--- src/rtl/model_arithmetic_pkg.sv ---
// Shared definitions for the model arithmetic blocks: feeder FSM states and
// width-specific zero/one constants.
package model_arithmetic_pkg;

    localparam int FEEDER_DATA_SIZE    = 64;
    localparam int FEEDER_CONTROL_SIZE = 4;

    typedef enum logic [2:0] {
        IDLE  = 3'd0,
        KICK  = 3'd1,
        ISSUE = 3'd2,
        WAIT  = 3'd3,
        DONE  = 3'd4
    } feeder_state_t;

    localparam logic [FEEDER_CONTROL_SIZE-1:0] ZERO_CONTROL = '0;
    localparam logic [FEEDER_CONTROL_SIZE-1:0] ONE_CONTROL  = FEEDER_CONTROL_SIZE'(1);
    localparam logic [FEEDER_DATA_SIZE-1:0]    ZERO_DATA    = '0;
    localparam logic [FEEDER_DATA_SIZE-1:0]    ONE_DATA     = FEEDER_DATA_SIZE'(1);

endpackage

--- src/rtl/model_vector_integer_buffer.sv ---
// Operand buffer: DEPTH x DATA_SIZE register array filled in order, with an
// element count, a full flag and a combinational read port.
module model_vector_integer_buffer #(
    parameter int DATA_SIZE    = 64,
    parameter int CONTROL_SIZE = 4
) (
    input  logic                    CLK,
    input  logic                    RST,
    input  logic                    WRITE_ENABLE,
    input  logic [DATA_SIZE-1:0]    WRITE_DATA,
    input  logic                    CLEAR,
    input  logic [CONTROL_SIZE-1:0] READ_INDEX,
    output logic [DATA_SIZE-1:0]    READ_DATA,
    output logic [CONTROL_SIZE:0]   COUNT,
    output logic                    FULL
);

    localparam int DEPTH = 2 ** CONTROL_SIZE;

    logic [DATA_SIZE-1:0] mem [DEPTH];

    assign FULL      = (COUNT == (CONTROL_SIZE + 1)'(DEPTH));
    assign READ_DATA = mem[READ_INDEX];

    // A write arriving while full is dropped; the count saturates at DEPTH.
    always_ff @(posedge CLK or posedge RST) begin
        if (RST) begin
            COUNT <= '0;
            for (int i = 0; i < DEPTH; i++) begin
                mem[i] <= '0;
            end
        end else if (CLEAR) begin
            COUNT <= '0;
        end else if (WRITE_ENABLE && !FULL) begin
            mem[COUNT[CONTROL_SIZE-1:0]] <= WRITE_DATA;
            COUNT                        <= COUNT + (CONTROL_SIZE + 1)'(1);
        end
    end

endmodule

--- src/rtl/model_vector_integer_divider_feeder.sv ---
// Operand feeder for the vector integer divider: buffers A/B elements and
// hands them to the divider one pair per quotient. Optional zero-divisor
// substitution is enabled by defining MODEL_VECTOR_DIVIDER_FEEDER_ZERO_CHECK_EN.
module model_vector_integer_divider_feeder
    import model_arithmetic_pkg::*;
#(
    parameter int DATA_SIZE    = FEEDER_DATA_SIZE,
    parameter int CONTROL_SIZE = FEEDER_CONTROL_SIZE
) (
    input  logic                    CLK,
    input  logic                    RST,
    input  logic                    LOAD_A_ENABLE,
    input  logic [DATA_SIZE-1:0]    LOAD_A_DATA,
    input  logic                    LOAD_B_ENABLE,
    input  logic [DATA_SIZE-1:0]    LOAD_B_DATA,
    input  logic                    START,
    input  logic [DATA_SIZE-1:0]    SIZE_IN,
    output logic                    READY,
    output logic                    SIZE_ERROR,
    output logic                    DIV_START,
    output logic                    DIV_DATA_A_ENABLE,
    output logic                    DIV_DATA_B_ENABLE,
    output logic [DATA_SIZE-1:0]    DIV_DATA_A_OUT,
    output logic [DATA_SIZE-1:0]    DIV_DATA_B_OUT,
    input  logic                    DIV_DATA_OUT_ENABLE_IN,
    output logic                    ZERO_DIVISOR_ERROR,
    output feeder_state_t           STATE_DEBUG,
    output logic [CONTROL_SIZE:0]   COUNT_A_DEBUG,
    output logic [CONTROL_SIZE:0]   COUNT_B_DEBUG
);

    // Handshake: DIV_START pulses once per accepted run; each element pair is
    // valid only in the cycle DIV_DATA_A/B_ENABLE are high, and the next pair
    // is issued only after DIV_DATA_OUT_ENABLE_IN is sampled high in WAIT.

    localparam logic [CONTROL_SIZE-1:0] IDX_ZERO  = CONTROL_SIZE'(ZERO_CONTROL);
    localparam logic [CONTROL_SIZE-1:0] IDX_ONE   = CONTROL_SIZE'(ONE_CONTROL);
    localparam logic [DATA_SIZE-1:0]    DATA_ZERO = DATA_SIZE'(ZERO_DATA);

    feeder_state_t           state;
    logic [CONTROL_SIZE-1:0] index;
    logic [CONTROL_SIZE-1:0] last_index;
    logic [CONTROL_SIZE-1:0] rd_index;
    logic [DATA_SIZE-1:0]    a_rd;
    logic [DATA_SIZE-1:0]    b_rd;
    logic [DATA_SIZE-1:0]    issue_b;
    logic [CONTROL_SIZE:0]   count_a;
    logic [CONTROL_SIZE:0]   count_b;
    logic                    full_a;
    logic                    full_b;
    logic                    write_a;
    logic                    write_b;
    logic                    size_ok;
    logic                    more_left;
    logic                    issue_now;

    assign write_a = LOAD_A_ENABLE && (state == IDLE) && !full_a;
    assign write_b = LOAD_B_ENABLE && (state == IDLE) && !full_b;

    // Counts here are the pre-write values, so a load in the START cycle
    // never widens the acceptable size.
    assign size_ok = (SIZE_IN != DATA_ZERO)
                  && (SIZE_IN <= DATA_SIZE'(count_a))
                  && (SIZE_IN <= DATA_SIZE'(count_b));

    assign more_left = (index != last_index);
    assign issue_now = (state == KICK)
                    || ((state == WAIT) && DIV_DATA_OUT_ENABLE_IN && more_left);
    assign rd_index  = (state == WAIT) ? index + IDX_ONE : index;

`ifdef MODEL_VECTOR_DIVIDER_FEEDER_ZERO_CHECK_EN
    localparam logic [DATA_SIZE-1:0] DATA_ONE = DATA_SIZE'(ONE_DATA);
    assign issue_b = (b_rd == DATA_ZERO) ? DATA_ONE : b_rd;
`else
    assign issue_b = b_rd;
    assign ZERO_DIVISOR_ERROR = 1'b0;
`endif

    model_vector_integer_buffer #(
        .DATA_SIZE    (DATA_SIZE),
        .CONTROL_SIZE (CONTROL_SIZE)
    ) u_buffer_a (
        .CLK          (CLK),
        .RST          (RST),
        .WRITE_ENABLE (write_a),
        .WRITE_DATA   (LOAD_A_DATA),
        .CLEAR        (state == DONE),
        .READ_INDEX   (rd_index),
        .READ_DATA    (a_rd),
        .COUNT        (count_a),
        .FULL         (full_a)
    );

    model_vector_integer_buffer #(
        .DATA_SIZE    (DATA_SIZE),
        .CONTROL_SIZE (CONTROL_SIZE)
    ) u_buffer_b (
        .CLK          (CLK),
        .RST          (RST),
        .WRITE_ENABLE (write_b),
        .WRITE_DATA   (LOAD_B_DATA),
        .CLEAR        (state == DONE),
        .READ_INDEX   (rd_index),
        .READ_DATA    (b_rd),
        .COUNT        (count_b),
        .FULL         (full_b)
    );

    // Outputs are registered on entry to the state they belong to, so
    // DIV_START is high while in KICK and the enables while in ISSUE.
    always_ff @(posedge CLK or posedge RST) begin
        if (RST) begin
            state             <= IDLE;
            index             <= IDX_ZERO;
            last_index        <= IDX_ZERO;
            READY             <= 1'b0;
            SIZE_ERROR        <= 1'b0;
            DIV_START         <= 1'b0;
            DIV_DATA_A_ENABLE <= 1'b0;
            DIV_DATA_B_ENABLE <= 1'b0;
            DIV_DATA_A_OUT    <= DATA_ZERO;
            DIV_DATA_B_OUT    <= DATA_ZERO;
`ifdef MODEL_VECTOR_DIVIDER_FEEDER_ZERO_CHECK_EN
            ZERO_DIVISOR_ERROR <= 1'b0;
`endif
        end else begin
            READY             <= 1'b0;
            SIZE_ERROR        <= 1'b0;
            DIV_START         <= 1'b0;
            DIV_DATA_A_ENABLE <= 1'b0;
            DIV_DATA_B_ENABLE <= 1'b0;

            if (issue_now) begin
                DIV_DATA_A_ENABLE <= 1'b1;
                DIV_DATA_B_ENABLE <= 1'b1;
                DIV_DATA_A_OUT    <= a_rd;
                DIV_DATA_B_OUT    <= issue_b;
                index             <= rd_index;
`ifdef MODEL_VECTOR_DIVIDER_FEEDER_ZERO_CHECK_EN
                if (b_rd == DATA_ZERO) begin
                    ZERO_DIVISOR_ERROR <= 1'b1;
                end
`endif
            end

            case (state)
                IDLE: begin
                    if (START) begin
                        if (size_ok) begin
                            last_index <= SIZE_IN[CONTROL_SIZE-1:0] - IDX_ONE;
                            index      <= IDX_ZERO;
                            DIV_START  <= 1'b1;
                            state      <= KICK;
`ifdef MODEL_VECTOR_DIVIDER_FEEDER_ZERO_CHECK_EN
                            ZERO_DIVISOR_ERROR <= 1'b0;
`endif
                        end else begin
                            SIZE_ERROR <= 1'b1;
                        end
                    end
                end
                KICK:  state <= ISSUE;
                ISSUE: state <= WAIT;
                WAIT: begin
                    if (DIV_DATA_OUT_ENABLE_IN) begin
                        if (more_left) begin
                            state <= ISSUE;
                        end else begin
                            READY <= 1'b1;
                            state <= DONE;
                        end
                    end
                end
                DONE:    state <= IDLE;
                default: state <= IDLE;
            endcase
        end
    end

    assign STATE_DEBUG   = state;
    assign COUNT_A_DEBUG = count_a;
    assign COUNT_B_DEBUG = count_b;

endmodule
--- config.mk ---
export PLATFORM = sky130hd
export DESIGN_NAME = model_vector_integer_divider_feeder
export DESIGN_NICKNAME = d
export VERILOG_FILES = /design/src/rtl/model_arithmetic_pkg.sv /design/src/rtl/model_vector_integer_buffer.sv /design/src/rtl/model_vector_integer_divider_feeder.sv
export SDC_FILE = /design/constraint.sdc
export NUM_CORES = 2
export LEC_CHECK = 0
export BUFFER_PORTS_ARGS = -buffer_cell sky130_fd_sc_hd__buf_2
export CORE_MARGIN = 10
export CORE_UTILIZATION = 35
export DETAILED_ROUTE_END_ITERATION = 6
export PLACE_DENSITY = 0.61
export SYNTH_ARGS = -nofsm -noshare
export SYNTH_HDL_FRONTEND = slang
export SYNTH_SLANG_ARGS = --single-unit
--- constraint.sdc ---
create_clock -name CLK -period 100.8 [get_ports CLK]
set_clock_uncertainty 0.05 [all_clocks]
set_input_delay 20.16 -clock CLK [delete_from_list [all_inputs] [get_ports CLK]]
set_output_delay 20.16 -clock CLK [all_outputs]
set_load 0.05 [all_outputs]
# == Word-level counts from Yosys, hierarchy flattened ==
# Cells that the tools add are included.
# W data, S select, Z words.
# word_totals
wordCells,127
reg_bits,2201
out_inout_bits,147
inputBits,198
# classes
magnitude_cmp,7
n_eq_ne,10
n_reduce_logical,23
n_addsub,4
n_bitwise,4
n_mux,36
# ops
operator,n
$bwmux W1024,2
$bmux W64 S4,2
$demux W64 S4,2
$mux W64,6
$le A64 B5 Y1,2
$reduce_bool A64 Y1,1
$mux W4,5
$mux W5,4
$ge A5 B5 Y1 const B,3
$not A4 Y5,3
$logic_and A1 B1 Y1,12
$mux W3,4
$pmux W3 S4,1
$add A5 B1 Y5 const B,2
$eq A5 B5 Y1 const B,2
$lt A5 B1 Y1 const B,2
$mux W1,10
$eq A3 B2 Y1 const B,2
$ne A2 B2 Y1 const B,3
$reduce_and A3 Y1,2
$add A4 B1 Y4 const B,1
$ne A4 B4 Y1,1
$reduce_and A2 Y1,2
$reduce_bool A2 Y1,2
7 further kinds,8

# == Logic depth before layout (Yosys ltp) ==
# depth
word_depth,8
mapped_depth,11
ltp_nobuf,8

# == Modules after synthesis ==
# A second synthesis with hierarchy kept.
# unflattened
cells_unflattened,6018
area_unflattened_um2,98197.9
# by_module_without_submodules
mod,seq_area_each_um2,n_inst,area_each_um2,cells_each
model_vector_integer_buffer (u_buffer_b),25749.7,1,45941.6,2811
model_vector_integer_buffer (u_buffer_a),25749.7,1,45900.3,2808
model_vector_integer_divider_feeder,3578.4,1,6356.1,399

# == Worst setup path after synthesis ==
# OpenSTA, ideal clock, no wires.
# synth_path
path_type,input port to flip-flop
start,in SIZE_IN[0]
end,reg last_index[0]
n_path_buf,0
slack_ns,78.652
setup_time_ns,0.125
cell_stages,8
required_time_ns,100.625
arrival_time_ns,21.974
path_cell_list,inv_1 > ha_1 > or4b_2 > nand4_1 > nor4_1 > nand2_1 > nor4_2 > mux2_2
# synth_via
elab_chain_cells,4
elab_cells_between_ends,7
classes_between,1 x add/sub; 2 x order compare; 4 x reduce/logical
# synth_lines
item,line_no,rtl
start: declaration,model_vector_integer_divider_feeder.sv:17,"input logic [DATA_SIZE-1:0] SIZE_IN,"
$le A64 B5 Y1 or $reduce_bool A64 Y1 (tied branches),"model_vector_integer_divider_feeder.sv:63, model_vector_integer_divider_feeder.sv:62",
$logic_and A1 B1 Y1,model_vector_integer_divider_feeder.sv:63,&& (SIZE_IN <= DATA_SIZE'(count_a))
$logic_and A1 B1 Y1,model_vector_integer_divider_feeder.sv:64,&& (SIZE_IN <= DATA_SIZE'(count_b));
$reduce_and A3 Y1 (no source line),--,
end signal: assignment,model_vector_integer_divider_feeder.sv:150,last_index <= SIZE_IN[CONTROL_SIZE-1:0] - IDX_ONE;
end: declaration,model_vector_integer_divider_feeder.sv:42,logic [CONTROL_SIZE-1:0] last_index;
# Parallel ways exist; a longest one is shown, timed or not.
# A chain may end at the register's enable or synchronous reset.

==> PnR_summary.wiki <==
{| class="wikitable"
! Metric !! Value
|-
| Status || completed
|-
| Antenna violations before repair || 85
|-
| Area share of the largest cell type after synthesis || between 50% and 60%
|-
| Postcts setup bufs || 0
|-
| Drt pass-1 iters || 7
|-
| Worst setup path startpoint || RST
|-
| Top FF cell, synth || dfrtp_1
|-
| Count of state elements after synthesis || about 2,200
|-
| CP Launch Type || input port
|-
| Endpoints failing setup || 0
|-
| CP Max Fanout || 122
|-
| Clock network latency to the later pin of the worst-skew pair || approximately 860 ps
|-
| Stage delay of the slowest cell on the critical path || 910 ps
|-
| Top area cells in the synthesized netlist || dfrtp_1, mux2_2, mux4_2, mux2i_1, nand2_1
|-
| Worst vdd ir || between 0.00005 and 0.00006 V
|-
| TritonCTS clock tree || done
|-
| Chip height || ~560 microns
|-
| Worst R2R Path Depth || 9
|-
| Sequential-to-total area share from yosys stat || between 50% and 60%
|-
| Starting density of the core || between 30% and 40%
|-
| Placement row count || around 200
|-
| Leakage power summed over all cells || between 50 and 60 nW
|-
| Launching point of the worst reg2reg path || index[1]$_DFF_PP0_
|-
| Worst slew margin relative to its limit || roughly 16%
|-
| Hold worst-path end || DIV_DATA_A_OUT[56]$_DFFE_PP0N_
|-
| Most common cell in the synthesized netlist || dfrtp_1
|-
| Async set or reset register ratio after synthesis || between 90% and 100%
|-
| Number of global-route vias before repair || approximately 70,000
|-
| Antenna-violating nets left || 0
|-
| Critical path endpoint category || asynchronous set/reset pin
|-
| Placer's final routability congestion estimate || around 0.77
|-
| Commonest cells in the netlist || dfrtp_1, mux2_2, mux2i_1, nand2_1, buf_2
|-
| DRC marker count from the first detailed-route iteration || 5,370
|-
| NumNets Final || just under 8,000
|-
| Max Clk Rate || 40.5 MHz
|-
| Die footprint || 313,000 sq um
|-
| Hold-fix buffers at CTS || 0
|-
| Via/cell ratio || between 5 and 6
|-
| Fraction of the core area covered by cells at the end of the flow || 39.1%
|-
| Max-slew violation count || 0
|-
| Final total power || approximately 3.2 mW
|-
| Shortest clock period the worst path allows after layout || roughly 25,000 ps
|-
| Detailed Route WL || 309 mm
|-
| Remaining design rule violation count || 0
|-
| Area growth syn-to-layout || 11.3%
|-
| Hold path startpoint || DIV_DATA_A_OUT[56]$_DFFE_PP0N_
|-
| Final number of hold-violating endpoints || 0
|-
| Number of buffers created by CTS || roughly 220
|-
| Floorplan Core Area || just under 300,000 sq um
|-
| Power density relative to cell area || ~28 nW/um^2
|-
| Count of max-cap constraint violations || 0
|-
| Worst setup path category || input port to asynchronous set/reset pin
|-
| Number of buffer and inverter instances along the worst setup path || 7
|-
| Clk root buf || clkbuf_16
|-
| DP Wirelength || ~180 mm
|-
| TritonCTS sink count || approximately 2,200
|-
| Cell seen most often among critical-path stages || buf_4
|-
| Mapped Area || between 100,000 and 150,000 sq um
|-
| Cell count of the worst hold path || 2
|-
| Reg clk slew, reported paths || about 60 ps
|-
| Cell accounting for the most synthesized area || dfrtp_1
|-
| Unrepaired setup endpoints after global routing || false
|-
| Synthesis warning total || 0
|-
| Arrival time at the worst endpoint || about 26,000 ps
|-
| Fraction of layout cells with a size suffix above 1 || about two fifths
|-
| Mapped Nets || 7,637
|-
| Number of vias after detailed routing || 65,000
|-
| Final period utilization || around 25%
|-
| Cell breakdown of the critical path || buf_2 -> inv_8 -> buf_4 -> buf_4 -> buf_4 -> buf_4 -> buf_4
|-
| Required time reported for the critical path endpoint || around 100,000 ps
|-
| Number of H-tree levels || 4
|-
| Reg-to-reg slack, setup || about 95,000 ps
|-
| Number of gates resized after CTS || 0
|-
| # port buffers || around 340
|-
| Category of cells accounting for the largest share of critical-path delay || buffers and inverters
|-
| CP max-delay cell || buf_4
|-
| Avg Inst Size Synth || 13.7 sq um
|-
| Least-Margin Pin Slew || 1260 ps
|-
| First-pass GRT wire length || roughly 460 mm
|-
| Overall die width || 560 microns
|-
| Kind of path behind the tightest hold check || register to register
|-
| Maximum buffer depth of the clock tree || 4
|-
| Global Route Usage Sum || a little under a fifth
|-
| GRT Residual Overflow || 0
|-
| Maximum number of pins on one net before global-route repair || between 150 and 200
|-
| Total Neg Setup Slack || 0 ps
|-
| EDFF count, synth || 0
|-
| Fillers || 27,200
|-
| Cell count after synthesis || about 7,400
|-
| Number of primary I/O pins || 345
|-
| Count of distinct cell types in the synthesized netlist || 80
|-
| DR WL/cell || 26.8 microns
|-
| RR Endpoint || DIV_DATA_B_OUT[6]$_DFFE_PP0N_
|}
[metal layers]
layer  up-vias  track usage [%]  wire [microns]
met5         -                0             299
met3       609             3.86           20400
met1     34800             24.8          129000
met4        50             5.33            9310
li1      27400                -               -
met2      2094             32.0          150000
[registers in the layout, indices dropped and copies added (netlist names), 3 cells and up]
signal / count
last_index: 4
u_buffer_b.COUNT: 5
STATE_DEBUG: 3
DIV_DATA_B_OUT: 64
DIV_DATA_A_OUT: 64
u_buffer_b.mem: 1024
u_buffer_a.COUNT: 5
index: 4
u_buffer_a.mem: 1024
[layout by cell type, fill, tap and decap left out, types with 24 or more instances in the layout]
cell type | netlist | final
dfrtp_1 | 2201 | 2199
mux2_2 | 2069 | 2069
mux2i_1 | 389 | 389
nand2_1 | 354 | 352
buf_2 | 258 | 343
clkbuf_16 | 0 | 223
nor2_1 | 228 | 222
mux4_2 | 210 | 210
a21oi_1 | 175 | 175
o22ai_1 | 156 | 155
a211oi_1 | 142 | 142
buf_4 | 68 | 131
o21ai_0 | 112 | 112
nor3_1 | 111 | 110
mux2_1 | 66 | 66
clkbuf_1 | 254 | 66
a221oi_1 | 59 | 59
a31oi_1 | 57 | 56
a22oi_1 | 55 | 54
clkbuf_8 | 0 | 51
nand3b_1 | 42 | 42
a222oi_1 | 41 | 41
clkinv_2 | 0 | 29
nor4_1 | 27 | 27
a32oi_1 | 24 | 24
[where the power goes]
group	switching, mW	internal [mW]
logic	0.939	0.395
registers	0.0622	0.955
clock network	0.344	0.459
[how the worst max path moves through the flow]
stage	endpoint	slack [ps]	cells past startpoint
6_report	u_buffer_a.mem[76]$_DFFE_PP0P_	76090	7
5_1_grt	u_buffer_a.mem[395]$_DFFE_PP0P_	75290	7
4_1_cts	u_buffer_a.mem[265]$_DFFE_PP0P_	75920	7
3_5_place_dp	u_buffer_a.mem[143]$_DFFE_PP0P_	74990	7
3_3_place_gp	u_buffer_a.mem[143]$_DFFE_PP0P_	75260	7
2_1_floorplan	DIV_DATA_A_OUT[0]$_DFFE_PP0N_	18400	1
[kinds of logic after synthesis]
family | after synthesis | share of synthesized area, %
xor+xnor | 23 | 0.246
fa+ha+maj | 20 | 0.246
other cells | 1 | 0.00368
buf+inv | 681 | 3.52
mux | 2734 | 32.1
flops | 2201 | 54.0
compound gates | 899 | 5.97
simple gates | 860 | 3.92
[per-stage QoR]
step | hold slack, ps | worst slack [ps] | area (sq um) | cells
2_1_floorplan | 402 | 18400 | 102000 | 7419
3_3_place_gp | 412 | 75260 | 107000 | 11100
3_5_place_dp | 419 | 74990 | 107000 | 11100
4_1_cts | 438 | 75920 | 113000 | 11500
5_1_grt | 446 | 75290 | 113000 | 11500
6_report | 436 | 76090 | 113000 | 11500
[worst register-to-register path, stage by stage, from the launching register on]
cell and delay, ps:
dfrtp_4 720, ha_4 1000, and4b_1 520, a21o_4 460, buf_12 720, buf_4 1000, mux2i_1 370, mux2i_1 90
a211oi_1 370, nor3_1 100
[cell type report]
cell class | instances | area, sq um | share of cell area [%]
antenna | 17 | 42.5 | 0.0375
clock buffer | 340 | 6530 | 5.75
clock inverter | 38 | 373 | 0.329
inverter | 24 | 105 | 0.0926
multi-input combinational | 4537 | 43600 | 38.4
sequential | 2201 | 55100 | 48.5
tap | 3900 | 4880 | 4.30
timing repair buffer | 483 | 2880 | 2.54
Power figures use the tool's default switching activity.
